$ cat src/rtl/csr_trap_unit.sv
// csr_trap_unit: machine-mode CSR file and trap controller for the RV32 core.
// Define CSR_MCYCLE_EN to add the 64-bit mcycle/mcycleh counter at 0xB00/0xB80.
module csr_trap_unit #(
    parameter int unsigned NUM_IRQ     = 4,
    parameter logic [31:0] MTVEC_RESET = 32'h0000_0000
) (
    input  logic               clk,
    input  logic               reset_x,
    input  logic [31:0]        i_pc,
    input  logic               i_valid,
    input  logic               i_ecall,
    input  logic               i_ebreak,
    input  logic               i_illegal,
    input  logic               i_mret,
    input  logic [1:0]         i_csr_op,
    input  logic [11:0]        i_csr_addr,
    input  logic [31:0]        i_csr_wdata,
    input  logic [NUM_IRQ-1:0] i_irq,
    output logic [31:0]        o_csr_rdata,
    output logic               o_trap,
    output logic               o_mret,
    output logic [31:0]        o_redirect_pc,
    output logic               o_csr_bad
);

    localparam logic [11:0] A_MSTATUS  = 12'h300;
    localparam logic [11:0] A_MIE      = 12'h304;
    localparam logic [11:0] A_MTVEC    = 12'h305;
    localparam logic [11:0] A_MSCRATCH = 12'h340;
    localparam logic [11:0] A_MEPC     = 12'h341;
    localparam logic [11:0] A_MCAUSE   = 12'h342;
    localparam logic [11:0] A_MIP      = 12'h344;

    localparam logic [1:0] OP_NONE = 2'b00;
    localparam logic [1:0] OP_RW   = 2'b01;
    localparam logic [1:0] OP_RS   = 2'b10;
    localparam logic [1:0] OP_RC   = 2'b11;

    logic               st_mie;
    logic               st_mpie;
    logic [NUM_IRQ-1:0] irq_meta;
    logic [NUM_IRQ-1:0] irq_sync;
    logic [NUM_IRQ-1:0] mie_q;
    logic [29:0]        tvec_base;
    logic               tvec_vec;
    logic [31:0]        mscratch_q;
    logic [31:0]        mepc_q;
    logic [31:0]        mcause_q;

    logic [31:0] mip_word;
    logic [31:0] mie_word;
    logic [31:0] tvec_pc;

    assign mip_word = 32'(irq_sync) << 16;
    assign mie_word = 32'(mie_q) << 16;
    assign tvec_pc  = {tvec_base, 2'b00};

    logic hit_mstatus;
    logic hit_mie;
    logic hit_mtvec;
    logic hit_mscratch;
    logic hit_mepc;
    logic hit_mcause;
    logic hit_mip;

    assign hit_mstatus  = i_csr_addr == A_MSTATUS;
    assign hit_mie      = i_csr_addr == A_MIE;
    assign hit_mtvec    = i_csr_addr == A_MTVEC;
    assign hit_mscratch = i_csr_addr == A_MSCRATCH;
    assign hit_mepc     = i_csr_addr == A_MEPC;
    assign hit_mcause   = i_csr_addr == A_MCAUSE;
    assign hit_mip      = i_csr_addr == A_MIP;

`ifdef CSR_MCYCLE_EN
    localparam logic [11:0] A_MCYCLE  = 12'hB00;
    localparam logic [11:0] A_MCYCLEH = 12'hB80;

    logic        hit_cyc_lo;
    logic        hit_cyc_hi;
    logic [63:0] mcycle_q;

    assign hit_cyc_lo = i_csr_addr == A_MCYCLE;
    assign hit_cyc_hi = i_csr_addr == A_MCYCLEH;
`endif

    logic [31:0] csr_old;
    logic        csr_hit;

    always_comb begin
        csr_old = '0;
        csr_hit = 1'b1;
        unique case (1'b1)
            hit_mstatus:  csr_old = {19'd0, 2'b11, 3'd0, st_mpie,
                                     3'd0, st_mie, 3'd0};
            hit_mie:      csr_old = mie_word;
            hit_mtvec:    csr_old = {tvec_base, 1'b0, tvec_vec};
            hit_mscratch: csr_old = mscratch_q;
            hit_mepc:     csr_old = mepc_q;
            hit_mcause:   csr_old = mcause_q;
            hit_mip:      csr_old = mip_word;
`ifdef CSR_MCYCLE_EN
            hit_cyc_lo:   csr_old = mcycle_q[31:0];
            hit_cyc_hi:   csr_old = mcycle_q[63:32];
`endif
            default:      csr_hit = 1'b0;
        endcase
    end

    logic [31:0] csr_new;

    always_comb begin
        csr_new = i_csr_wdata;
        unique case (i_csr_op)
            OP_RS:   csr_new = csr_old | i_csr_wdata;
            OP_RC:   csr_new = csr_old & ~i_csr_wdata;
            default: csr_new = i_csr_wdata;
        endcase
    end

    // RS/RC with a zero operand is a pure read, so it may touch mip.
    logic mip_write;
    assign mip_write = hit_mip &
                       ((i_csr_op == OP_RW) | (i_csr_wdata != 32'd0));

    assign o_csr_rdata = csr_old;
    assign o_csr_bad   = (i_csr_op != OP_NONE) & (~csr_hit | mip_write);

    logic [NUM_IRQ-1:0] irq_pend;
    logic [3:0]         irq_idx;
    logic               irq_take;
    logic               exc;

    assign irq_pend = irq_sync & mie_q;
    assign irq_take = st_mie & (|irq_pend);
    assign exc      = i_illegal | i_ebreak | i_ecall;

    always_comb begin
        irq_idx = '0;
        for (int i = int'(NUM_IRQ) - 1; i >= 0; i--) begin
            if (irq_pend[i]) irq_idx = i[3:0];
        end
    end

    logic [31:0] trap_cause;
    logic [31:0] trap_pc;
    logic [31:0] vec_off;

    always_comb begin
        trap_cause = 32'd11;
        if (irq_take)       trap_cause = {1'b1, 26'd0, 1'b1, irq_idx};
        else if (i_illegal) trap_cause = 32'd2;
        else if (i_ebreak)  trap_cause = 32'd3;
    end

    // Vector offset is 4*(16+k); 16+k is just {1,k}.
    assign vec_off = {25'd0, 1'b1, irq_idx, 2'b00};
    assign trap_pc = (irq_take & tvec_vec) ? tvec_pc + vec_off : tvec_pc;

    assign o_trap = i_valid & (irq_take | exc);
    assign o_mret = i_valid & i_mret & ~o_trap;

    always_comb begin
        o_redirect_pc = '0;
        if (o_trap)      o_redirect_pc = trap_pc;
        else if (o_mret) o_redirect_pc = mepc_q;
    end

    logic csr_we;
    assign csr_we = i_valid & (i_csr_op != OP_NONE) & ~o_trap &
                    ~i_mret & ~o_csr_bad;

    always_ff @(posedge clk or negedge reset_x) begin
        if (!reset_x) begin
            irq_meta <= '0;
            irq_sync <= '0;
        end else begin
            irq_meta <= i_irq;
            irq_sync <= irq_meta;
        end
    end

    always_ff @(posedge clk or negedge reset_x) begin
        if (!reset_x) begin
            st_mie  <= 1'b0;
            st_mpie <= 1'b0;
        end else if (o_trap) begin
            st_mpie <= st_mie;
            st_mie  <= 1'b0;
        end else if (o_mret) begin
            st_mie  <= st_mpie;
            st_mpie <= 1'b1;
        end else if (csr_we & hit_mstatus) begin
            st_mie  <= csr_new[3];
            st_mpie <= csr_new[7];
        end
    end

    always_ff @(posedge clk or negedge reset_x) begin
        if (!reset_x) begin
            mepc_q   <= '0;
            mcause_q <= '0;
        end else if (o_trap) begin
            mepc_q   <= i_pc;
            mcause_q <= trap_cause;
        end else if (csr_we) begin
            if (hit_mepc)   mepc_q   <= {csr_new[31:2], 2'b00};
            if (hit_mcause) mcause_q <= csr_new;
        end
    end

    always_ff @(posedge clk or negedge reset_x) begin
        if (!reset_x) begin
            mie_q      <= '0;
            tvec_base  <= MTVEC_RESET[31:2];
            tvec_vec   <= MTVEC_RESET[1:0] == 2'b01;
            mscratch_q <= '0;
        end else if (csr_we) begin
            if (hit_mie)      mie_q      <= csr_new[16 +: NUM_IRQ];
            if (hit_mtvec)    tvec_base  <= csr_new[31:2];
            if (hit_mtvec)    tvec_vec   <= csr_new[1:0] == 2'b01;
            if (hit_mscratch) mscratch_q <= csr_new;
        end
    end

`ifdef CSR_MCYCLE_EN
    // A written half takes the new value; that cycle has no increment.
    always_ff @(posedge clk or negedge reset_x) begin
        if (!reset_x) begin
            mcycle_q <= '0;
        end else if (csr_we & hit_cyc_lo) begin
            mcycle_q[31:0] <= csr_new;
        end else if (csr_we & hit_cyc_hi) begin
            mcycle_q[63:32] <= csr_new;
        end else begin
            mcycle_q <= mcycle_q + 64'd1;
        end
    end
`endif

endmodule

$ cat config.mk
export PLATFORM = sky130hd
export DESIGN_NAME = csr_trap_unit
export DESIGN_NICKNAME = d
export VERILOG_FILES = /design/src/rtl/csr_trap_unit.sv
export SDC_FILE = /design/constraint.sdc
export NUM_CORES = 1
export LEC_CHECK = 0
export BUFFER_PORTS_ARGS = -buffer_cell sky130_fd_sc_hd__buf_2
export CORE_UTILIZATION = 35
export DETAILED_ROUTE_END_ITERATION = 6
export SETUP_SLACK_MARGIN = 0.1
export SYNTH_ARGS = -nofsm -noshare
export SYNTH_HDL_FRONTEND = slang
export SYNTH_SLANG_ARGS = --single-unit
$ cat constraint.sdc
create_clock -name clk -period 6.6 [get_ports clk]
set_input_delay 0.33 -clock clk [delete_from_list [all_inputs] [get_ports clk]]
set_output_delay 0.33 -clock clk [all_outputs]
set_load 0.005 [all_outputs]
== Yosys cells after proc, flatten, opt, wreduce, memory -nomap -nowiden ==
Cells that the tools add are included.
Widths: inputs -> output; s select.
Operators by class
  add/subtract/negate cells: 1
  equality and inequality tests: 11
  multiplexer cells: 25
  bitwise logic cells: 25
  reductions and logical operators: 13
Operators with widths (number)
  $mux 32: 10
  $pmux 32 s7: 1
  $eq 12x10->1 const B: 7
  $pmux 32 s2: 1
  $add 32x7->32: 1
  $and 32x32->32: 1
  $not 32->32: 1
  $or 32x32->32: 1
  $reduce_bool 32->1: 1
  $mux 4: 4
  $and 1x1->1: 12
  $reduce_and 2->1: 5
  $reduce_bool 2->1: 4
  $mux 1: 7
  $reduce_or 7->1: 1
  $or 1x1->1: 5
  $and 4x4->4: 1
  $eq 2x1->1 const B: 2
  $eq 2x2->1 const B: 2
  $mux 2: 2
  $not 1->1: 4
  $reduce_or 4->1: 1
  $reduce_bool 3->1: 1
Storage, ports and cells
  flip-flop bits (word level): 141
  input port bits: 89

== Logic depth before layout (Yosys ltp) ==
Gate-level depths: netlist of run 1.
  word-level depth: 13
  depth in mapped cells: 12
  gate-level depth less buffers: 11

== Worst setup path after synthesis of run 1 ==
Ideal clock, no wire load.
  path kind: flip-flop to output port
  from: register mie_q[2]
  to: output o_redirect_pc[26]
  arrival time: 2.289 ns
  required time: 6.270 ns
  slack: 3.981 ns
  stages on the path, launching flop included: 13
  path buffers: 1
  cell sequence: dfrtp_1 -> nand2_1 -> a32oi_1 -> a21oi_1 -> ha_1 -> inv_1 -> fa_1 -> nor2_1 -> o2111ai_1 -> clkbuf_1 -> nor3_1 -> xnor2_1 -> o21ai_0
On the way
  longest elaborated chain between the ends: 9
RTL lines
  from (decl): RTL line 43  | logic [NUM_IRQ-1:0] mie_q;
  from (signal assigned): RTL line 218  | if (hit_mie) mie_q <= csr_new[16 +: NUM_IRQ];
  $and 4x4->4 (*): RTL line 133  | assign irq_pend = irq_sync & mie_q;
  branches (longest 7 deep; another with $add 32x7->32)
  $mux 32 (*): RTL line 164  | if (o_trap) o_redirect_pc = trap_pc;
  to (decl): RTL line 22  | output logic [31:0] o_redirect_pc,
Mark *: on every way between the ends.

== Worst setup path in the final report of run 1 ==
  from: register mie_q[3]
  to: output o_redirect_pc[31]
On the way
  longest elaborated chain between the ends: 9
RTL lines (RTL line)
  $and 4x4->4 (*): 133
  branches (longest 7 deep; another with $add 32x7->32)
  $mux 32 (*): 164
Marks and branches as above.

==> key figures, run 1 <==
GRT
  • First-pass GRT wire length: 46200 um
  • Total track usage: 25.8%
  • Initial antenna violation count: 0
  • Largest net degree at the start of global routing: 85
  • Vias in the first global route: 7561
  • GR Overflow Total: 0

CTS
  • Htree depth: 4
  • Worst-path clk slew: 0.06 ns
  • Sink Count: 141
  • CTS resizes: 0
  • Cts bufs inserted: 17
  • Clock Latency Late Sink: 0.43 ns
  • Maximum clock insertion buffer count: 2
  • Root buf cell: clkbuf_16
  • CTS tree: built

Route
  • Final WL: 30000 um
  • Top Layer Used: met4
  • Vias per Instance: 5.83
  • DRC: 0
  • DRT Pass-1 Iters: 5
  • WL met1: 13500 um
  • Met2 wire len: 13500 um
  • Initial drt markers: 811
  • Antenna-violating nets left: 0
  • Vias: 8006
  • Met3 wirelength from detailed routing: 2210 um
  • Post-DR wirelength/cell: 21.9 um

Floorplanning
  • Die Ht: 154 um
  • Ports: 156
  • DIE WIDTH: 154 um
  • Initial Utilization: 35.8%
  • Rows: 55
  • Full die area: 23800 um2
  • Core Area: 22700 um2

STA
  • Setup TNS: 0 ns
  • Worst-Margin Slew: 1.26 ns
  • Fin. Hold Viols: 0
  • Slew margin rel.: 16.2%
  • Max Fclk: 264 MHz
  • Final min period: 3.78 ns
  • Max Slew Vio Count: 0
  • RSZ-0062 raised after global routing: no
  • Final setup viols: 0
  • Final period util: 57.3%
  • Fin Clk Skew: 0.0167 ns

Power
  • Internal power: 1.49 mW
  • Peak VDD IR: 0.000151 V
  • Switching share of power: 28.1%
  • Switching power: 0.584 mW
  • Overall Power: 2.08 mW
  • Clk pwr share: 45.0%
  • Sequential power share: 44.2%
  • Leakage power: 4.02 nW
  • Part of the power in combinational logic: 10.7%
  • Power per cell area: 214 nW/um2

Setup path
  • Critical path fanouts, max: 7
  • Setup crit start kind: flip-flop
  • CP arrival: 3.45 ns
  • Worst-path cell chain: a22o_1 -> nand2_1 -> inv_1 -> ha_1 -> a21oi_1 -> o21bai_1 -> nand4_1 -> nor4_1 -> xnor2_1 -> o21ai_0 -> buf_2
  • Kind of end point of the critical path: output pin
  • Worst path required time: 6.27 ns
  • Crit path largest cell delay: 0.61 ns
  • Kind of critical path: flip-flop to output pin
  • CP max stage cell: nor4_1

Yosys
  • Synth Warn #: 0
  • #FFs+latches synth: 141
  • Area leader, netlist: dfrtp_1
  • Register area share after synthesis: 43.5%
  • Primary FF master, synth: dfrtp_1
  • Asr flop ratio synth: 100%
  • Post-synth EDFFs: 0
  • Post-synth top cells: 180 x nand2_1, 141 x dfrtp_1, 115 x o21ai_1, 89 x a22oi_1, 66 x o21ai_0
  • Synthesized Nets: 1046
  • Mapped Cells: 954
  • Post-synthesis cell type count: 61
  • Top-count cell post-synth: nand2_1
  • Yosys top cell area share: 43.5%
  • Mapped Avg Cell Area: 8.51 um2
  • Mapped cell area: 8120 um2
  • Largest cells by area after synthesis: dfrtp_1 43%, nand2_1 8.3%, a22oi_1 8.2%

Cells and area
  • Number of diodes: 0
  • Layout cells sized above 1: 20.1%
  • Area growth syn-to-layout: 19.4%
  • Final nets: 1167

Place
  • IO buf count: 155
  • GPL Wtd Cong: 0.896
  • Hpwl dp: 20300 um

Worst hold path
  • Hold crit path type: input port to flip-flop

Job
  • Max-Cap Viols: 0

Run status
  • Status: finished clean
==> registers in the layout, indices dropped and copies added (netlist names), 4 cells and up <==
register	flops
irq_meta	4
mie_q	4
tvec_base	30
irq_sync	4
mscratch_q	32
mcause_q	32
mepc_q	32
==> worst max-delay path: cells and delay by family, from the launching register on <==
kind,cells,cell delay [ns]
DFF,1,0.42
xor gates and xnor gates,1,0.12
buffers and inverters,2,0.21
AOI/OAI and AO/OA,4,0.76
and+or+nand+nor,3,1.25
adders and majority gates,1,0.26
==> logic make-up (layout without fill, tap and decap cells) <==
logic type               Yosys count  in the layout  synth area share [%]
XOR/XNOR                          28             28                  3.02
multiplexers                      11             11                  1.39
AND/OR/NAND/NOR                  330            330                  19.6
adder cells (fa/ha/maj)            3              3                 0.555
AO/OA/AOI/OAI                    353            353                  27.4
buffers and inverters             88            222                  4.59
flip-flops                       141            141                  43.5
==> per-stage QoR <==
| stage | setup WS [ns] | hold slack (ns) | instance area (um2) | util (%) | instances |
|---|---|---|---|---|---|
| 2_1_floorplan | 3.98 | 0.0344 | 8120 | - | 954 |
| 3_3_place_gp | 3.12 | 0.345 | 9080 | 40.0 | 1336 |
| 3_5_place_dp | 3.07 | 0.344 | 9080 | 40.0 | 1336 |
| 4_1_cts | 2.86 | 0.000705 | 9680 | 42.6 | 1372 |
| 5_1_grt | 2.64 | 0.0934 | 9690 | 42.7 | 1373 |
| 6_report | 2.82 | 0.0958 | 9690 | 42.7 | 1373 |
==> area by class of cell <==
cell class	instances	area, um2
clock buffers	17	425
clock inverters	15	139
fillers	2298	13000
inverters	16	60.1
multi-input cells	725	4250
flip-flops and latches	141	3530
well taps	285	357
repair buffers	174	937
==> worst paths after layout <==
| check | from | end | slack (ns) | cells past startpoint |
|---|---|---|---|---|
| worst min register to register | irq_meta[2]$_DFF_PN0_ | irq_sync[2]$_DFF_PN0_ | 0.36 | 0 |
| worst max-delay path | mie_q[3]$_DFFE_PN0P_ | o_redirect_pc[31] | 2.82 | 11 |
| min in group asynchronous | reset_x | irq_meta[0]$_DFF_PN0_ | 0.49 | 2 |
| worst min-delay path | i_pc[0] | mepc_q[0]$_DFFE_PN0P_ | 0.1 | 3 |
| max in group asynchronous | reset_x | mcause_q[8]$_DFFE_PN0P_ | 4.70 | 3 |
| worst max register to register | mie_q[3]$_DFFE_PN0P_ | mepc_q[15]$_DFFE_PN0P_ | 3.03 | 7 |
==> cells in the final DEF, fill, tap and decap left out, types with 5 or more instances in the layout <==
master	instances
dfrtp_1	141
nand2_1	180
mux2i_1	9
a22o_1	32
and2_1	6
nand3_1	15
xor2_1	7
a32oi_1	5
buf_4	14
a22oi_1	89
inv_1	15
clkinvlp_4	5
o21ai_1	115
o21ai_0	66
xnor2_1	21
nor2b_1	29
dlygate4sd3_1	5
nand2b_1	5
nor2_1	26
nor4_1	13
buf_2	154
nor3_1	17
nand4_1	9
clkbuf_16	17
a21oi_1	16
==> per-layer routing <==
layer,global-route usage [%],up-vias
met3,5.07,51
met2,39.8,342
met4,9.24,0
met1,36.0,3897
met5,0,-
li1,-,3716
==> what timing repair did <==
action,in CTS,in global routing
endpoints found under the hold margin,4,1
hold buffers,4,1
setup buffers,0,0
==> power groups by stage <==
stage | logic [mW] | registers [mW] | clock network (mW)
3_5_place_dp | 0.220 | 0.934 | 0
3_3_place_gp | 0.218 | 0.934 | 0
5_1_grt | 0.243 | 0.922 | 0.991
6_report | 0.223 | 0.919 | 0.935
4_1_cts | 0.222 | 0.918 | 0.944
2_1_floorplan | 0.116 | 0.925 | 0
Note: power is estimated with default switching activity, not from simulation.
==> run 2, diff against run 1 <==
==> constraint.sdc (replaced) <==
create_clock -name clk -period 3.2 [get_ports clk]
set_input_delay 0.16 -clock clk [delete_from_list [all_inputs] [get_ports clk]]
set_output_delay 0.16 -clock clk [all_outputs]
set_load 0.005 [all_outputs]
==> key figures, run 2 (synthesis gave the netlist of run 1 again) <==
Run status
  • Status: finished clean

GRT
  • Vias in the first global route: 7985 (+5.6%)
  • Initial antenna violation count: 0 (unchanged)
  • GR Overflow Total: 0 (unchanged)
  • Total track usage: 26.5% (+0.69 points)
  • Largest net degree at the start of global routing: 82 (-3.5%)
  • First-pass GRT wire length: 47200 um (+2.1%)

Cells and area
  • Area growth syn-to-layout: 30.0%
  • Layout cells sized above 1: 24.7% (+4.5 points)
  • Most common cell after layout, fill and taps aside: nand2_1
  • Most frequent cells in the layout: 179 x nand2_1, 154 x buf_2, 141 x dfrtp_1, 132 x o21ai_1, 89 x a22oi_1
  • # fillers: 2267 (-1.3%)
  • Biggest regs: mcause_q: 32 flops, mepc_q: 32 flops, mscratch_q: 32 flops
  • Final nets: 1234 (+5.7%)
  • Final instance area: 10600 um2 (+8.9%)
  • Number of diodes: 0 (unchanged)
  • Layout Utilization: 46.5% (+3.8 points)

Place
  • IO buf count: 155 (unchanged)
  • Hpwl dp: 21100 um (+4.1%)
  • Dpl ws: 0.0888 ns (-2.98 ns)
  • Placed Area: 9290 um2 (+2.4%)
  • GPL Wtd Cong: 0.921 (+2.8%)

STA
  • WHS: 0.0112 ns (-0.0846 ns)
  • RSZ-0062 raised after global routing: yes
  • Setup ws final: 0.0246 ns (-2.79 ns)
  • Worst-Margin Slew: 0.722 ns (-0.534 ns)
  • Fin. Hold Viols: 0 (unchanged)
  • Max Slew Vio Count: 0 (unchanged)
  • Final setup viols: 0 (unchanged)
  • Final min period: 3.18 ns
  • Max Fclk: 315 MHz
  • Fin Clk Skew: 0.00823 ns (-0.00844 ns)
  • Slew margin rel.: 51.6% (+35 points)
  • Final period util: 99.2%

CTS
  • Worst-path clk slew: 0.06 ns (about the same)
  • Cts bufs inserted: 17 (unchanged)
  • Sink Count: 141 (unchanged)
  • Htree depth: 4 (unchanged)
  • Root buf cell: clkbuf_16
  • Clock Latency Late Sink: 0.43 ns (about the same)
  • Maximum clock insertion buffer count: 2 (unchanged)
  • CTS tree: built

Power
  • Switching power: 1.23 mW (+110%)
  • Clk pwr share: 46.5% (+1.5 points)
  • Switching share of power: 27.3% (-0.84 points)
  • Leakage power: 4.48 nW (+12%)
  • Peak VDD IR: 0.000334 V (+120%)
  • Overall Power: 4.51 mW (+120%)
  • Part of the power in combinational logic: 11.5% (+0.8 points)
  • Sequential power share: 42.0% (-2.2 points)
  • Power per cell area: 428 nW/um2 (+100%)
  • Internal power: 3.28 mW (+120%)

Setup path
  • CP arrival: 3.02 ns (-0.43 ns)
  • Crit path largest cell delay: 0.41 ns (-0.20 ns)
  • Kind of end point of the critical path: output pin
  • Delay-heaviest family, CP: adder cells
  • Kind of critical path: flip-flop to output pin
  • Worst path required time: 3.04 ns (-3.23 ns)
  • CP max stage cell: dfrtp_1
  • Sum of buffers and inverters on the critical path: 3 (+1)
  • Worst-path cell chain: nand2_1 -> a32oi_2 -> a21oi_2 -> ha_2 -> inv_2 -> fa_2 -> nor2_4 -> o2111ai_4 -> buf_6 -> nor3_2 -> xnor2_1 -> o21ai_1 -> buf_2
  • Setup crit start kind: flip-flop
  • Critical path fanouts, max: 6 (-1)

Route
  • Antenna-violating nets left: 0 (unchanged)
  • Post-DR wirelength/cell: 21.6 um (-1.5%)
  • Vias: 8251 (+3.1%)
  • DRC: 0 (unchanged)
  • DRT Pass-1 Iters: 7 (+2)
  • Initial drt markers: 761 (-6.2%)
  • Vias per Instance: 5.73 (-1.7%)
  • Final WL: 31000 um (+3.3%)

Floorplanning
  • Rows: 55 (unchanged)
  • Initial Utilization: 35.8% (unchanged)
  • DIE WIDTH: 154 um (unchanged)
  • Full die area: 23800 um2 (unchanged)
  • Die Ht: 154 um (unchanged)
  • Ports: 156 (unchanged)
  • Core Area: 22700 um2 (unchanged)

Worst hold path
  • Hold crit path type: input port to flip-flop

Job
  • Max-Cap Viols: 0 (unchanged)
-- run 2: cell count changes in the layout (fill, tap and decap cells not counted), sizes merged --
| cell | before | now |
|---|---|---|
| bufinv | 1 | 3 |
| inv | 20 | 21 |
| buf | 169 | 207 |
| clkinvlp | 5 | 2 |
| dlygate4sd3 | 5 | 34 |
-- run 2: layer usage --
layer	part of all wire [%]	vias to the layer above	global-route usage, %
met1	44	3978	36.4
met3	6.9	65	3.78
met4	2.8	0	11.7
met5	0	-	0
li1	-	3848	-
met2	46	360	41.6
-- run 2: layout make-up --
class                      instances  area, um2  area share [%]
multi-input combinational        725       4430            42.0
sequential                       141       3530            33.4
timing repair buffer             241       1560            14.8
clock buffer                      17        425            4.03
tap                              285        357            3.38
clock inverter                    15        188            1.78
inverter                          16       60.1           0.569
-- run 2: through the flow --
stage          cells  TNS (ns)
2_1_floorplan    954         0
3_3_place_gp    1362         0
3_5_place_dp    1362         0
4_1_cts         1434         0
5_1_grt         1440    -0.295
6_report        1440         0
-- run 2: timing repair --
item,4_1_cts,5_1_grt
endpoints found under the setup margin,24,26
gates cloned,1,0
pin swaps,5,27
buffers inserted,5,6
resized for setup,31,36
hold endpoints to repair,93,0
hold buffers,34,0
-- run 2: path summary, 6_finish.rpt --
kind	startpoint	endpoint	slack (ns)	cells after the start
max reg2reg	irq_sync[2]$_DFF_PN0_	tvec_base[8]$_DFFE_PN0P_	0.52	9
min reg2reg	irq_meta[2]$_DFF_PN0_	irq_sync[2]$_DFF_PN0_	0.37	0
max in group asynchronous	reset_x	mscratch_q[21]$_DFFE_PN0P_	2.06	3
max	irq_sync[2]$_DFF_PN0_	o_redirect_pc[20]	0.02	13
min in group asynchronous	reset_x	irq_meta[0]$_DFF_PN0_	0.27	2
min	i_pc[10]	mepc_q[10]$_DFFE_PN0P_	0.01	3
-- run 2: power groups by stage --
stage | clock network, mW | logic (mW) | registers (mW)
detailed placement | 0 | 0.471 | 1.93
floorplan | 0 | 0.238 | 1.91
global route | 2.19 | 0.558 | 1.90
CTS | 2.11 | 0.509 | 1.90
global placement | 0 | 0.468 | 1.93
finish | 2.10 | 0.520 | 1.90
-- run 2: worst register-to-register path, delay by kind of cell, from the launching register on --
kind | cells | cell delay, ns
buffers and inverters | 3 | 0.62
and+or+nand+nor | 2 | 0.81
AOI/OAI and AO/OA | 4 | 0.71
DFF | 1 | 0.41
==> run 3, diff against run 2 <==
==> constraint.sdc (replaced) <==
create_clock -name clk -period 3.2 [get_ports clk]
set_input_delay 0.32 -clock clk [delete_from_list [all_inputs] [get_ports clk]]
set_output_delay 0.32 -clock clk [all_outputs]
set_load 0.005 [all_outputs]
==> key figures, run 3 (synthesis gave the netlist of run 1 again) <==
Route
  • DRC: 0 (unchanged)
  • Final WL: 31500 um (+1.5%)
  • Antenna-violating nets left: 0 (unchanged)
  • Post-DR wirelength/cell: 22.3 um (+3.6%)
  • Initial drt markers: 773 (+1.6%)
  • Vias: 8306 (+0.67%)
  • Vias per Instance: 5.89 (+2.8%)
  • DRT Pass-1 Iters: 6 (-1)

Place
  • Hpwl dp: 21500 um (+1.9%)
  • Dpl ws: 0.131 ns (+0.0421 ns)
  • IO buf count: 155 (unchanged)
  • Inst Count DP: 1369 (+0.51%)
  • GPL Wtd Cong: 0.923 (+0.32%)

Floorplanning
  • Core Area: 22700 um2 (unchanged)
  • Die Ht: 154 um (unchanged)
  • Full die area: 23800 um2 (unchanged)
  • DIE WIDTH: 154 um (unchanged)
  • Initial Utilization: 35.8% (unchanged)
  • Rows: 55 (unchanged)
  • Ports: 156 (unchanged)

CTS
  • Worst-path clk slew: 0.06 ns (about the same)
  • Sink Count: 141 (unchanged)
  • Root buf cell: clkbuf_16
  • Maximum clock insertion buffer count: 2 (unchanged)
  • Clock Latency Late Sink: 0.43 ns (about the same)
  • Htree depth: 4 (unchanged)
  • CTS tree: built
  • Cts bufs inserted: 17 (unchanged)

Worst hold path
  • Hold crit path type: input port to flip-flop
  • Hold Path Depth: 3 (unchanged)
  • Worst hold start: i_pc[0]
  • Hold EP: mepc_q[0]$_DFFE_PN0P_

STA
  • Max Fclk: 319 MHz (+1.4%)
  • WHS: 0.0791 ns (+0.0679 ns)
  • Fin Clk Skew: 0.0122 ns (+0.00397 ns)
  • Fin. Hold Viols: 0 (unchanged)
  • Setup ws final: 0.0682 ns (+0.0436 ns)
  • Max Slew Vio Count: 0 (unchanged)
  • Final setup viols: 0 (unchanged)
  • Final period util: 97.9% (-1.4 points)
  • Final min period: 3.13 ns (-0.0436 ns)
  • RSZ-0062 raised after global routing: yes
  • Worst-Margin Slew: 0.787 ns (+0.0648 ns)
  • Slew margin rel.: 47.0% (-4.6 points)

Cells and area
  • Biggest regs: mcause_q: 32 flops, mepc_q: 32 flops, mscratch_q: 32 flops
  • Most common cell after layout, fill and taps aside: nand2_1
  • Layout cells sized above 1: 25.4% (+0.75 points)
  • Number of diodes: 0 (unchanged)
  • Register area: 3530 um2 (unchanged)
  • Layout Utilization: 45.2% (-1.3 points)
  • # fillers: 2281 (+0.62%)
  • Area growth syn-to-layout: 26.3%
  • Final nets: 1209 (-2.0%)
  • Finished Layout Cells: 1410 (-2.1%)
  • Multi-input logic area: 4470 um2 (+0.71%)
  • Most frequent cells in the layout: 179 x nand2_1, 154 x buf_2, 141 x dfrtp_1, 134 x o21ai_1, 88 x a22oi_1

Setup path
  • Kind of end point of the critical path: output pin
  • Critical path fanouts, max: 7 (+1)
  • Worst path required time: 2.88 ns (-0.16 ns)
  • RR Endpoint: mepc_q[11]$_DFFE_PN0P_
  • Reg2Reg Depth: 10 (+1)
  • CP arrival: 2.81 ns (-0.21 ns)
  • Setup crit start kind: flip-flop
  • R2R Setup Slk: 0.47 ns (-0.05 ns)
  • RR Startpoint: mie_q[2]$_DFFE_PN0P_
  • Kind of critical path: flip-flop to output pin

GRT
  • Largest net degree at the start of global routing: 64 (-22%)
  • Total track usage: 26.9% (+0.41 points)
  • Vias in the first global route: 7805 (-2.3%)
  • Initial antenna violation count: 0 (unchanged)
  • First-pass GRT wire length: 48000 um (+1.7%)
  • GR Overflow Total: 0 (unchanged)

Power
  • Power per cell area: 405 nW/um2 (-5.3%)
  • Peak VDD IR: 0.000303 V (-9.2%)
  • Leakage power: 4.38 nW (-2.3%)

Job
  • Max-Cap Viols: 0 (unchanged)

Run status
  • Status: finished clean
-- run 3: cell types whose count changed in the layout (fill, tap and decap cells not counted), sizes merged --
cell | before | now
buf | 207 | 211
dlygate4sd3 | 34 | 5
clkinv | 5 | 4
clkbuf | 17 | 20
clkinvlp | 2 | 3
bufinv | 3 | 0
inv | 21 | 16
-- run 3: power breakdown --
group	internal (mW)	switching [mW]
logic	0.179	0.316
registers	1.84	0.0549
clock network	1.00	0.756
total	3.03	1.13
-- run 3: worst max-delay path: stages, from the launching register on --
cell and delay [ns]:
dfrtp_1 0.41, nand2_1 0.08, a32oi_1 0.09, a21oi_2 0.17, ha_2 0.22, inv_2 0.04
fa_2 0.36, nor2_4 0.15, o2111ai_4 0.15, buf_12 0.20, nor3_4 0.16, xnor2_1 0.14
o21ai_1 0.07, buf_2 0.13
-- run 3: through the flow --
step | TNS [ns] | total power [mW] | cell area, um2
after floorplan | 0 | 2.15 | 8120
after global placement | 0 | 2.40 | 9380
after detailed placement | 0 | 2.41 | 9380
after CTS | 0 | 4.17 | 10200
after global routing | -0.489 | 4.29 | 10300
final | 0 | 4.15 | 10300
-- run 3: final cells by class --
cell class,count,share of cell area [%]
flip-flops and latches,141,34.4
clock inverters,7,0.451
clock buffers,20,4.45
inverters,16,0.586
multi-input cells,725,43.5
repair buffers,216,13.1
well taps,285,3.48
-- run 3: worst max-delay path by stage --
| stage | from | end | slack, ns | depth (start not counted) |
|---|---|---|---|---|
| detailed placement | mie_q[3]$_DFFE_PN0P_ | o_redirect_pc[31] | 0.13 | 12 |
| CTS | mie_q[2]$_DFFE_PN0P_ | o_redirect_pc[20] | 0.03 | 13 |
| finish | mie_q[2]$_DFFE_PN0P_ | o_redirect_pc[20] | 0.07 | 13 |
| floorplan | mie_q[2]$_DFFE_PN0P_ | o_redirect_pc[26] | 0.59 | 12 |
| global route | mie_q[2]$_DFFE_PN0P_ | o_redirect_pc[28] | -0.07 | 13 |
| global placement | mie_q[2]$_DFFE_PN0P_ | o_redirect_pc[28] | 0.22 | 13 |
-- run 3: per-layer routing --
layer	vias to the layer above	track usage (%)	wire length (um)
met2	404	41.6	14500
met1	4049	37.8	13900
met4	0	11.2	923
li1	3790	-	-
met3	63	3.70	2230
met5	-	0	0
-- run 3: what timing repair did --
item	in CTS	in global routing
resized for setup	53	20
endpoints found under the setup margin	25	28
buffers inserted	8	1
pin swaps	23	11
hold endpoints to repair	61	0
hold buffers	5	0
